==> src/rtl/ex_branch_resolve_stage_if.sv <==
// EX -> branch-resolve -> MEM bundle.
// The master side is the EX/MEM environment. The slave side is the resolve stage.
interface ex_branch_resolve_stage_if #(
  parameter int XLEN = 32,
  parameter int RD_W = 5
);
  logic            IN_VALID;
  logic            IN_READY;
  logic [XLEN-1:0] ALU_RESULT;
  logic            ZERO_FLAG;
  logic            SLTU_FLAG;
  logic [XLEN-1:0] PC;
  logic [XLEN-1:0] IMM;
  logic            IS_BRANCH;
  logic            IS_JAL;
  logic            IS_JALR;
  logic [2:0]      FUNCT3;
  logic [RD_W-1:0] RD;
  logic            REG_WE;
  logic            MEM_RD;
  logic            MEM_WR;
  logic [XLEN-1:0] STORE_DATA;
  logic            FLUSH;
  logic            OUT_VALID;
  logic            OUT_READY;
  logic [XLEN-1:0] OUT_RESULT;
  logic [XLEN-1:0] OUT_STORE_DATA;
  logic [RD_W-1:0] OUT_RD;
  logic            OUT_REG_WE;
  logic            OUT_MEM_RD;
  logic            OUT_MEM_WR;
  logic [2:0]      OUT_FUNCT3;
  logic            REDIRECT;
  logic [XLEN-1:0] REDIRECT_PC;
  logic            ILLEGAL_BR;

  modport master (
    output IN_VALID, ALU_RESULT, ZERO_FLAG, SLTU_FLAG, PC, IMM, IS_BRANCH, IS_JAL,
           IS_JALR, FUNCT3, RD, REG_WE, MEM_RD, MEM_WR, STORE_DATA, FLUSH, OUT_READY,
    input  IN_READY, OUT_VALID, OUT_RESULT, OUT_STORE_DATA, OUT_RD, OUT_REG_WE,
           OUT_MEM_RD, OUT_MEM_WR, OUT_FUNCT3, REDIRECT, REDIRECT_PC, ILLEGAL_BR
  );

  modport slave (
    input  IN_VALID, ALU_RESULT, ZERO_FLAG, SLTU_FLAG, PC, IMM, IS_BRANCH, IS_JAL,
           IS_JALR, FUNCT3, RD, REG_WE, MEM_RD, MEM_WR, STORE_DATA, FLUSH, OUT_READY,
    output IN_READY, OUT_VALID, OUT_RESULT, OUT_STORE_DATA, OUT_RD, OUT_REG_WE,
           OUT_MEM_RD, OUT_MEM_WR, OUT_FUNCT3, REDIRECT, REDIRECT_PC, ILLEGAL_BR
  );
endinterface

==> src/rtl/ex_branch_resolve_stage.sv <==
// Branch/jump resolution after the ALU.
// Includes a 2-entry EX/MEM skid FIFO and a registered one-cycle fetch redirect.
module ex_branch_resolve_stage #(
  parameter int XLEN = 32,
  parameter int RD_W = 5
) (
  input logic                    CLK,
  input logic                    RESET,
  ex_branch_resolve_stage_if.slave bus
);

  typedef struct packed {
    logic [XLEN-1:0] result;
    logic [XLEN-1:0] store_data;
    logic [RD_W-1:0] rd;
    logic            reg_we;
    logic            mem_rd;
    logic            mem_wr;
    logic [2:0]      funct3;
  } entry_t;

  entry_t          mem_q [2];
  entry_t          entry_d;
  entry_t          head;
  logic [1:0]      cnt_q, cnt_d;
  logic            rd_ptr_q, rd_ptr_d;
  logic            wr_ptr_q, wr_ptr_d;
  logic            redir_q, redir_d;
  logic [XLEN-1:0] redir_pc_q, redir_pc_d;
  logic            ill_q, ill_d;

  logic            in_ready, push, pop, cond, bad_f3, taken, is_jump;
  logic [XLEN-1:0] target, link;

  // The redirect cycle is the wrong-path shadow slot.
  // A beat arriving in it is always swallowed, even when the FIFO is full.
  assign in_ready = (cnt_q != 2'd2) | redir_q;
  assign push     = bus.IN_VALID & in_ready & ~redir_q & ~bus.FLUSH;
  assign pop      = (cnt_q != 2'd0) & bus.OUT_READY;

  // BEQ/BNE see XOR and BLT/BGE see SLT, so both resolve on the zero flag.
  always_comb begin
    cond   = 1'b0;
    bad_f3 = 1'b0;
    case (bus.FUNCT3)
      3'b000:  cond = bus.ZERO_FLAG;
      3'b001:  cond = ~bus.ZERO_FLAG;
      3'b100:  cond = ~bus.ZERO_FLAG;
      3'b101:  cond = bus.ZERO_FLAG;
      3'b110:  cond = bus.SLTU_FLAG;
      3'b111:  cond = ~bus.SLTU_FLAG;
      default: bad_f3 = 1'b1;
    endcase
  end

  assign is_jump = bus.IS_JAL | bus.IS_JALR;
  assign taken   = is_jump | (bus.IS_BRANCH & cond);
  assign target  = bus.IS_JALR ? (bus.ALU_RESULT & {{(XLEN-1){1'b1}}, 1'b0})
                               : (bus.PC + bus.IMM);
  assign link    = bus.PC + XLEN'(4);

  always_comb begin
    entry_d.result     = is_jump ? link : bus.ALU_RESULT;
    entry_d.store_data = bus.STORE_DATA;
    entry_d.rd         = bus.RD;
    entry_d.reg_we     = bus.REG_WE & ~bus.IS_BRANCH;
    entry_d.mem_rd     = bus.MEM_RD;
    entry_d.mem_wr     = bus.MEM_WR;
    entry_d.funct3     = bus.FUNCT3;
  end

  always_comb begin
    cnt_d      = cnt_q;
    rd_ptr_d   = rd_ptr_q;
    wr_ptr_d   = wr_ptr_q;
    redir_d    = 1'b0;
    redir_pc_d = redir_pc_q;
    ill_d      = 1'b0;
    if (bus.FLUSH) begin
      cnt_d    = 2'd0;
      rd_ptr_d = 1'b0;
      wr_ptr_d = 1'b0;
    end else begin
      if (push) wr_ptr_d = ~wr_ptr_q;
      if (pop)  rd_ptr_d = ~rd_ptr_q;
      cnt_d = cnt_q + 2'(push) - 2'(pop);
      if (push && taken) begin
        redir_d    = 1'b1;
        redir_pc_d = target;
      end
      ill_d = push & bus.IS_BRANCH & bad_f3;
    end
  end

  always_ff @(posedge CLK or negedge RESET) begin
    if (!RESET) begin
      cnt_q      <= 2'd0;
      rd_ptr_q   <= 1'b0;
      wr_ptr_q   <= 1'b0;
      redir_q    <= 1'b0;
      redir_pc_q <= '0;
      ill_q      <= 1'b0;
      mem_q[0]   <= '0;
      mem_q[1]   <= '0;
    end else begin
      cnt_q      <= cnt_d;
      rd_ptr_q   <= rd_ptr_d;
      wr_ptr_q   <= wr_ptr_d;
      redir_q    <= redir_d;
      redir_pc_q <= redir_pc_d;
      ill_q      <= ill_d;
      if (push) mem_q[wr_ptr_q] <= entry_d;
    end
  end

  assign head               = mem_q[rd_ptr_q];
  assign bus.IN_READY       = in_ready;
  assign bus.OUT_VALID      = (cnt_q != 2'd0);
  assign bus.OUT_RESULT     = head.result;
  assign bus.OUT_STORE_DATA = head.store_data;
  assign bus.OUT_RD         = head.rd;
  assign bus.OUT_REG_WE     = head.reg_we;
  assign bus.OUT_MEM_RD     = head.mem_rd;
  assign bus.OUT_MEM_WR     = head.mem_wr;
  assign bus.OUT_FUNCT3     = head.funct3;
  assign bus.REDIRECT       = redir_q;
  assign bus.REDIRECT_PC    = redir_pc_q;
  assign bus.ILLEGAL_BR     = ill_q;

endmodule
==> src/flat_wrapper.sv <==
// flat-port wrapper written by rule: the top's interface ports become plain ports
module ex_branch_resolve_stage_flat 
#(
  parameter int XLEN = 32,
  parameter int RD_W = 5
)
  (CLK, RESET, bus_IN_VALID, bus_ALU_RESULT, bus_ZERO_FLAG, bus_SLTU_FLAG, bus_PC, bus_IMM, bus_IS_BRANCH, bus_IS_JAL, bus_IS_JALR, bus_FUNCT3, bus_RD, bus_REG_WE, bus_MEM_RD, bus_MEM_WR, bus_STORE_DATA, bus_FLUSH, bus_OUT_READY, bus_IN_READY, bus_OUT_VALID, bus_OUT_RESULT, bus_OUT_STORE_DATA, bus_OUT_RD, bus_OUT_REG_WE, bus_OUT_MEM_RD, bus_OUT_MEM_WR, bus_OUT_FUNCT3, bus_REDIRECT, bus_REDIRECT_PC, bus_ILLEGAL_BR);
  ex_branch_resolve_stage_if #(.XLEN(XLEN), .RD_W(RD_W)) bus_i ();
  input logic CLK;
  input logic RESET;
  input wire logic [$bits(bus_i.IN_VALID)-1:0] bus_IN_VALID;
  input wire logic [$bits(bus_i.ALU_RESULT)-1:0] bus_ALU_RESULT;
  input wire logic [$bits(bus_i.ZERO_FLAG)-1:0] bus_ZERO_FLAG;
  input wire logic [$bits(bus_i.SLTU_FLAG)-1:0] bus_SLTU_FLAG;
  input wire logic [$bits(bus_i.PC)-1:0] bus_PC;
  input wire logic [$bits(bus_i.IMM)-1:0] bus_IMM;
  input wire logic [$bits(bus_i.IS_BRANCH)-1:0] bus_IS_BRANCH;
  input wire logic [$bits(bus_i.IS_JAL)-1:0] bus_IS_JAL;
  input wire logic [$bits(bus_i.IS_JALR)-1:0] bus_IS_JALR;
  input wire logic [$bits(bus_i.FUNCT3)-1:0] bus_FUNCT3;
  input wire logic [$bits(bus_i.RD)-1:0] bus_RD;
  input wire logic [$bits(bus_i.REG_WE)-1:0] bus_REG_WE;
  input wire logic [$bits(bus_i.MEM_RD)-1:0] bus_MEM_RD;
  input wire logic [$bits(bus_i.MEM_WR)-1:0] bus_MEM_WR;
  input wire logic [$bits(bus_i.STORE_DATA)-1:0] bus_STORE_DATA;
  input wire logic [$bits(bus_i.FLUSH)-1:0] bus_FLUSH;
  input wire logic [$bits(bus_i.OUT_READY)-1:0] bus_OUT_READY;
  output wire logic [$bits(bus_i.IN_READY)-1:0] bus_IN_READY;
  output wire logic [$bits(bus_i.OUT_VALID)-1:0] bus_OUT_VALID;
  output wire logic [$bits(bus_i.OUT_RESULT)-1:0] bus_OUT_RESULT;
  output wire logic [$bits(bus_i.OUT_STORE_DATA)-1:0] bus_OUT_STORE_DATA;
  output wire logic [$bits(bus_i.OUT_RD)-1:0] bus_OUT_RD;
  output wire logic [$bits(bus_i.OUT_REG_WE)-1:0] bus_OUT_REG_WE;
  output wire logic [$bits(bus_i.OUT_MEM_RD)-1:0] bus_OUT_MEM_RD;
  output wire logic [$bits(bus_i.OUT_MEM_WR)-1:0] bus_OUT_MEM_WR;
  output wire logic [$bits(bus_i.OUT_FUNCT3)-1:0] bus_OUT_FUNCT3;
  output wire logic [$bits(bus_i.REDIRECT)-1:0] bus_REDIRECT;
  output wire logic [$bits(bus_i.REDIRECT_PC)-1:0] bus_REDIRECT_PC;
  output wire logic [$bits(bus_i.ILLEGAL_BR)-1:0] bus_ILLEGAL_BR;
  assign bus_i.IN_VALID = bus_IN_VALID;
  assign bus_i.ALU_RESULT = bus_ALU_RESULT;
  assign bus_i.ZERO_FLAG = bus_ZERO_FLAG;
  assign bus_i.SLTU_FLAG = bus_SLTU_FLAG;
  assign bus_i.PC = bus_PC;
  assign bus_i.IMM = bus_IMM;
  assign bus_i.IS_BRANCH = bus_IS_BRANCH;
  assign bus_i.IS_JAL = bus_IS_JAL;
  assign bus_i.IS_JALR = bus_IS_JALR;
  assign bus_i.FUNCT3 = bus_FUNCT3;
  assign bus_i.RD = bus_RD;
  assign bus_i.REG_WE = bus_REG_WE;
  assign bus_i.MEM_RD = bus_MEM_RD;
  assign bus_i.MEM_WR = bus_MEM_WR;
  assign bus_i.STORE_DATA = bus_STORE_DATA;
  assign bus_i.FLUSH = bus_FLUSH;
  assign bus_i.OUT_READY = bus_OUT_READY;
  assign bus_IN_READY = bus_i.IN_READY;
  assign bus_OUT_VALID = bus_i.OUT_VALID;
  assign bus_OUT_RESULT = bus_i.OUT_RESULT;
  assign bus_OUT_STORE_DATA = bus_i.OUT_STORE_DATA;
  assign bus_OUT_RD = bus_i.OUT_RD;
  assign bus_OUT_REG_WE = bus_i.OUT_REG_WE;
  assign bus_OUT_MEM_RD = bus_i.OUT_MEM_RD;
  assign bus_OUT_MEM_WR = bus_i.OUT_MEM_WR;
  assign bus_OUT_FUNCT3 = bus_i.OUT_FUNCT3;
  assign bus_REDIRECT = bus_i.REDIRECT;
  assign bus_REDIRECT_PC = bus_i.REDIRECT_PC;
  assign bus_ILLEGAL_BR = bus_i.ILLEGAL_BR;
  ex_branch_resolve_stage #(.XLEN(XLEN), .RD_W(RD_W)) u_core (.CLK(CLK), .RESET(RESET), .bus(bus_i));
endmodule
==> config.mk <==
export PLATFORM = sky130hd
export DESIGN_NAME = ex_branch_resolve_stage_flat
export DESIGN_NICKNAME = d
export VERILOG_FILES = /design/src/rtl/ex_branch_resolve_stage_if.sv /design/src/rtl/ex_branch_resolve_stage.sv /design/src/flat_wrapper.sv
export SDC_FILE = /design/constraint.sdc
export NUM_CORES = 1
export LEC_CHECK = 0
export CAP_MARGIN = 20
export CORE_MARGIN = 4
export CORE_UTILIZATION = 54
export DETAILED_ROUTE_END_ITERATION = 16
export PLACE_DENSITY_LB_ADDON = 0.2
export SYNTH_ARGS = -nofsm -noshare
export SYNTH_HDL_FRONTEND = slang
export SYNTH_SLANG_ARGS = --single-unit
==> constraint.sdc <==
create_clock -name CLK -period 6.95 [get_ports CLK]
set_input_delay 1.0425 -clock CLK [delete_from_list [all_inputs] [get_ports CLK]]
set_output_delay 1.0425 -clock CLK [all_outputs]
set_load 0.02 [all_outputs]
==> impl_results.md <==
* Max-capacitance violation count at 0
* Maximum number of pins on one net before global-route repair at 110
* List of cells traversed by the critical path: buf_2 > or2_2 > buf_4 > a21o_1 > nand2_2 > nor2_1 > o21ai_0 > nand3_1
* Detailed-placement wirelength estimate at 21,600 um
* Result of the run: finished clean
* Number of flops mapped to enable cells by yosys at 0
* Final GP Congestion at about 0.97
* Placement row count at just over 50
* Max-slew headroom at 27.2%
* YS warnings at 0
* Total routing resource utilization after global routing at roughly 27%
* Die Width at 149 um
* Arrival time of data at the critical path endpoint at ~4.3 ns
* Number of buffers inserted during clock tree synthesis at 17
* Clock sink count at roughly 190
* First drt pass iteration count at 5
* DR DRC count at 0
* Min setup slack post-route at roughly 3.0 ns
* Final max-slew violation count at 0
* Core utilization of the finished layout at 72.0%
* Most used flip-flop cell after synthesis: sky130_fd_sc_hd__dfrtp_1
* Highest-delay cell along the critical path: sky130_fd_sc_hd__buf_2
* Largest area contributor in the synthesized netlist: sky130_fd_sc_hd__dfrtp_1
* H-tree depth at 4
* Post-Place Worst Slack at 2.64 ns
* I/O pin cnt at 260
* Worst Path Max Fanout at a little over 60
* Initial antenna violation count at 0
* Cells resized by post-CTS repair at 0
* Area share of the largest cell type after synthesis at between 40 and 50%
* Antenna viol nets, final at 0
* Number of buffers and inverters on the critical path at 2
* Achievable frequency at 0.255 GHz
* Most frequent standard cell in the layout excluding fill and tap cells: sky130_fd_sc_hd__nand2_1
* Sum Neg Setup Slack at 0 ns
* Vias in the first global route at between 9,000 and 10,000
* Number of cells produced by synthesis at about 1,300
* Per-instance average area after synthesis at ~8.5 um2
* Final wirelength at around 30,000 um
* Gr ovfl total at 0
* Synthesized net count at around 1,400
* Leakage component of the power at 6.55 nW
* Category of cells accounting for the largest share of critical-path delay: simple AND/OR/NAND/NOR gates
* Number of I/O port buffers at 259
* Final period demand of the worst path at between 3 and 4 ns
* Req. time, crit path at roughly 7.3 ns
* Height of the die at 149 um
* Library cell used as clock root buffer: sky130_fd_sc_hd__clkbuf_16
* Number of post-CTS setup repair buffers at 0
* Area of the core at a little under 0.02 mm2
* Clock tree from TritonCTS: yes
* CP Launch Type: primary input
* Netlist cell types at 54
* Top library cells by usage in the layout, fill and taps aside: sky130_fd_sc_hd__nand2_1, sky130_fd_sc_hd__clkdlybuf4s50_1, sky130_fd_sc_hd__dfrtp_1
* Worst Hold Margin at between 0.4 and 0.5 ns
* Unrepaired setup endpoints after global routing: no
* Share of the clock period used by the worst path at 56.4%
* Type of destination of the critical path: flip-flop
* Startpoint-to-endpoint class of the critical path: primary input to flip-flop
* CTS clock-pin slew for the worst setup and hold paths at 0.07 ns
* Hold Buf Count CTS at 0
* Leading cell types by total area after synthesis: sky130_fd_sc_hd__dfrtp_1, sky130_fd_sc_hd__nand2_1, sky130_fd_sc_hd__mux2_2, sky130_fd_sc_hd__ha_1, sky130_fd_sc_hd__a21oi_1
* Number of failing hold endpoints at the final stage at 0
* Number of storage elements in the synthesis netlist at about 190
* Proportion of synthesized chip area in sequential cells at between 40% and 50%
* Share of final-layout standard cells stronger than drive strength 1 at approximately 9.6%
* Drt first-iter violations at just under 600
* Final Net Count at approximately 1,700
* Initial core utilization at between 50 and 60%
* Fraction of synthesis flops using an asynchronous set or reset pin at 100%
* Average detailed-routed wire length per instance at approximately 17 um
* Placed cell areas at 0.0134 mm2
* Total number of vias at ~9,500
* Pwr Density at 388 mW/mm2
* Count of antenna diodes in the layout at 0
* Clock Skew at about 0.015 ns
* Highest cell delay on the worst timing path at 0.79 ns
* Largest buffer count on any clock path at 2
* Pin slew with the least headroom to its limit at 1.09 ns
* Syn Std Cell Area at 0.0107 mm2
* First-pass GRT wire length at roughly 48,000 um
* Synth-to-layout area growth at 31.3%
* Post-route cell area at approximately 0.014 mm2
* Maximum resistive drop on vdd at about 190 uV
* Via density per instance at around 5.4
* DIE AREA at around 0.022 mm2
* Final setup violation count at 0
* Fill cell count at approximately 1,500
* Class of the worst hold path: flip-flop to flip-flop
* Clock Latency Late Sink at between 0.4 and 0.5 ns
-- cells by family after synthesis --
kind of cell | synth area share (%)
AOI/OAI and AO/OA | 10.2
xor gates and xnor gates | 5.00
DFF | 44.1
buffers and inverters | 2.72
and+or+nand+nor | 23.8
adders and majority gates | 4.17
muxes | 10.1
-- worst paths after layout --
kind / startpoint / end / slack [ns] / cells past startpoint
max: bus_IS_JALR / u_core.bus.REDIRECT_PC[18] / 3.03 / 8
max reg2reg: u_core.cnt_q[1] / u_core.bus.REDIRECT_PC[18] / 3.72 / 8
max in group asynchronous: RESET / u_core.mem_q[58] / 4.67 / 2
min reg2reg: u_core.mem_q[23] / u_core.mem_q[23] / 0.47 / 2
min: u_core.mem_q[23] / u_core.mem_q[23] / 0.47 / 2
min in group asynchronous: RESET / u_core.mem_q[18] / 0.73 / 1
-- state kept, by name, summed over array words and instances, names as in the netlist --
register / cells
u_core.mem_q: 150
u_core.wr_ptr_q: 1
u_core.bus.ILLEGAL_BR: 1
u_core.rd_ptr_q: 1
u_core.bus.REDIRECT: 1
u_core.bus.REDIRECT_PC: 32
u_core.cnt_q: 2
-- metrics by stage --
step	power, mW	cells
floorplan	3.32	1255
global placement	4.42	1721
detailed placement	4.48	1721
CTS	5.48	1753
global route	5.77	1753
finish	5.44	1753
-- area by class of cell --
type	instances	area [um2]	share of cell area, %
Clock buffer	17	425	3.03
Sequential cell	188	4710	33.6
Inverter	12	45.0	0.321
Tap cell	265	332	2.36
Clock inverter	15	168	1.20
Multi-Input combinational cell	990	5700	40.7
Timing Repair Buffer	266	2640	18.9
-- worst min-delay path, stage by stage, from the launching register on --
cell and delay, ns:
sky130_fd_sc_hd__dfrtp_1 0.34, sky130_fd_sc_hd__nand2_1 0.05, sky130_fd_sc_hd__nand2_1 0.05
-- synthesized netlist by cell type (3+ instances only) --
| library cell | instances |
|---|---|
| sky130_fd_sc_hd__nor4_1 | 3 |
| sky130_fd_sc_hd__xor2_1 | 24 |
| sky130_fd_sc_hd__a21oi_1 | 71 |
| sky130_fd_sc_hd__and2_1 | 5 |
| sky130_fd_sc_hd__nand3_1 | 28 |
| sky130_fd_sc_hd__o21a_1 | 6 |
| sky130_fd_sc_hd__buf_1 | 9 |
| sky130_fd_sc_hd__xnor2_1 | 37 |
| sky130_fd_sc_hd__o21bai_1 | 5 |
| sky130_fd_sc_hd__nor3_1 | 5 |
| sky130_fd_sc_hd__or2_2 | 3 |
| sky130_fd_sc_hd__clkbuf_1 | 55 |
| sky130_fd_sc_hd__o21ai_0 | 43 |
| sky130_fd_sc_hd__nor2b_1 | 8 |
| sky130_fd_sc_hd__nor2_1 | 72 |
| sky130_fd_sc_hd__o211ai_1 | 5 |
| sky130_fd_sc_hd__dfrtp_1 | 188 |
| sky130_fd_sc_hd__ha_1 | 34 |
| sky130_fd_sc_hd__and3_1 | 15 |
| sky130_fd_sc_hd__nor3b_1 | 5 |
| sky130_fd_sc_hd__nand2_1 | 462 |
| sky130_fd_sc_hd__a221o_1 | 4 |
| sky130_fd_sc_hd__mux2_2 | 85 |
| sky130_fd_sc_hd__nand2b_1 | 5 |
| sky130_fd_sc_hd__mux2i_1 | 12 |
| sky130_fd_sc_hd__nand4_1 | 7 |
| sky130_fd_sc_hd__a211oi_1 | 3 |
| sky130_fd_sc_hd__inv_1 | 11 |
| sky130_fd_sc_hd__a21o_1 | 17 |
-- routing by layer --
| metal | vias up | routed length, um | global-route usage, % |
|---|---|---|---|
| li1 | 4615 | - | - |
| met4 | 0 | 499 | 6.51 |
| met1 | 4492 | 13100 | 37.5 |
| met5 | - | 0 | 0 |
| met2 | 355 | 14300 | 43.9 |
| met3 | 41 | 2440 | 5.55 |
-- where the power goes --
part / internal, mW / leakage [nW] / switching [mW]
logic: 1.25 / 3.93 / 1.28
clock network: 0.485 / 0.292 / 0.483
registers: 1.61 / 2.33 / 0.332
Power figures use the tool's default switching activity.
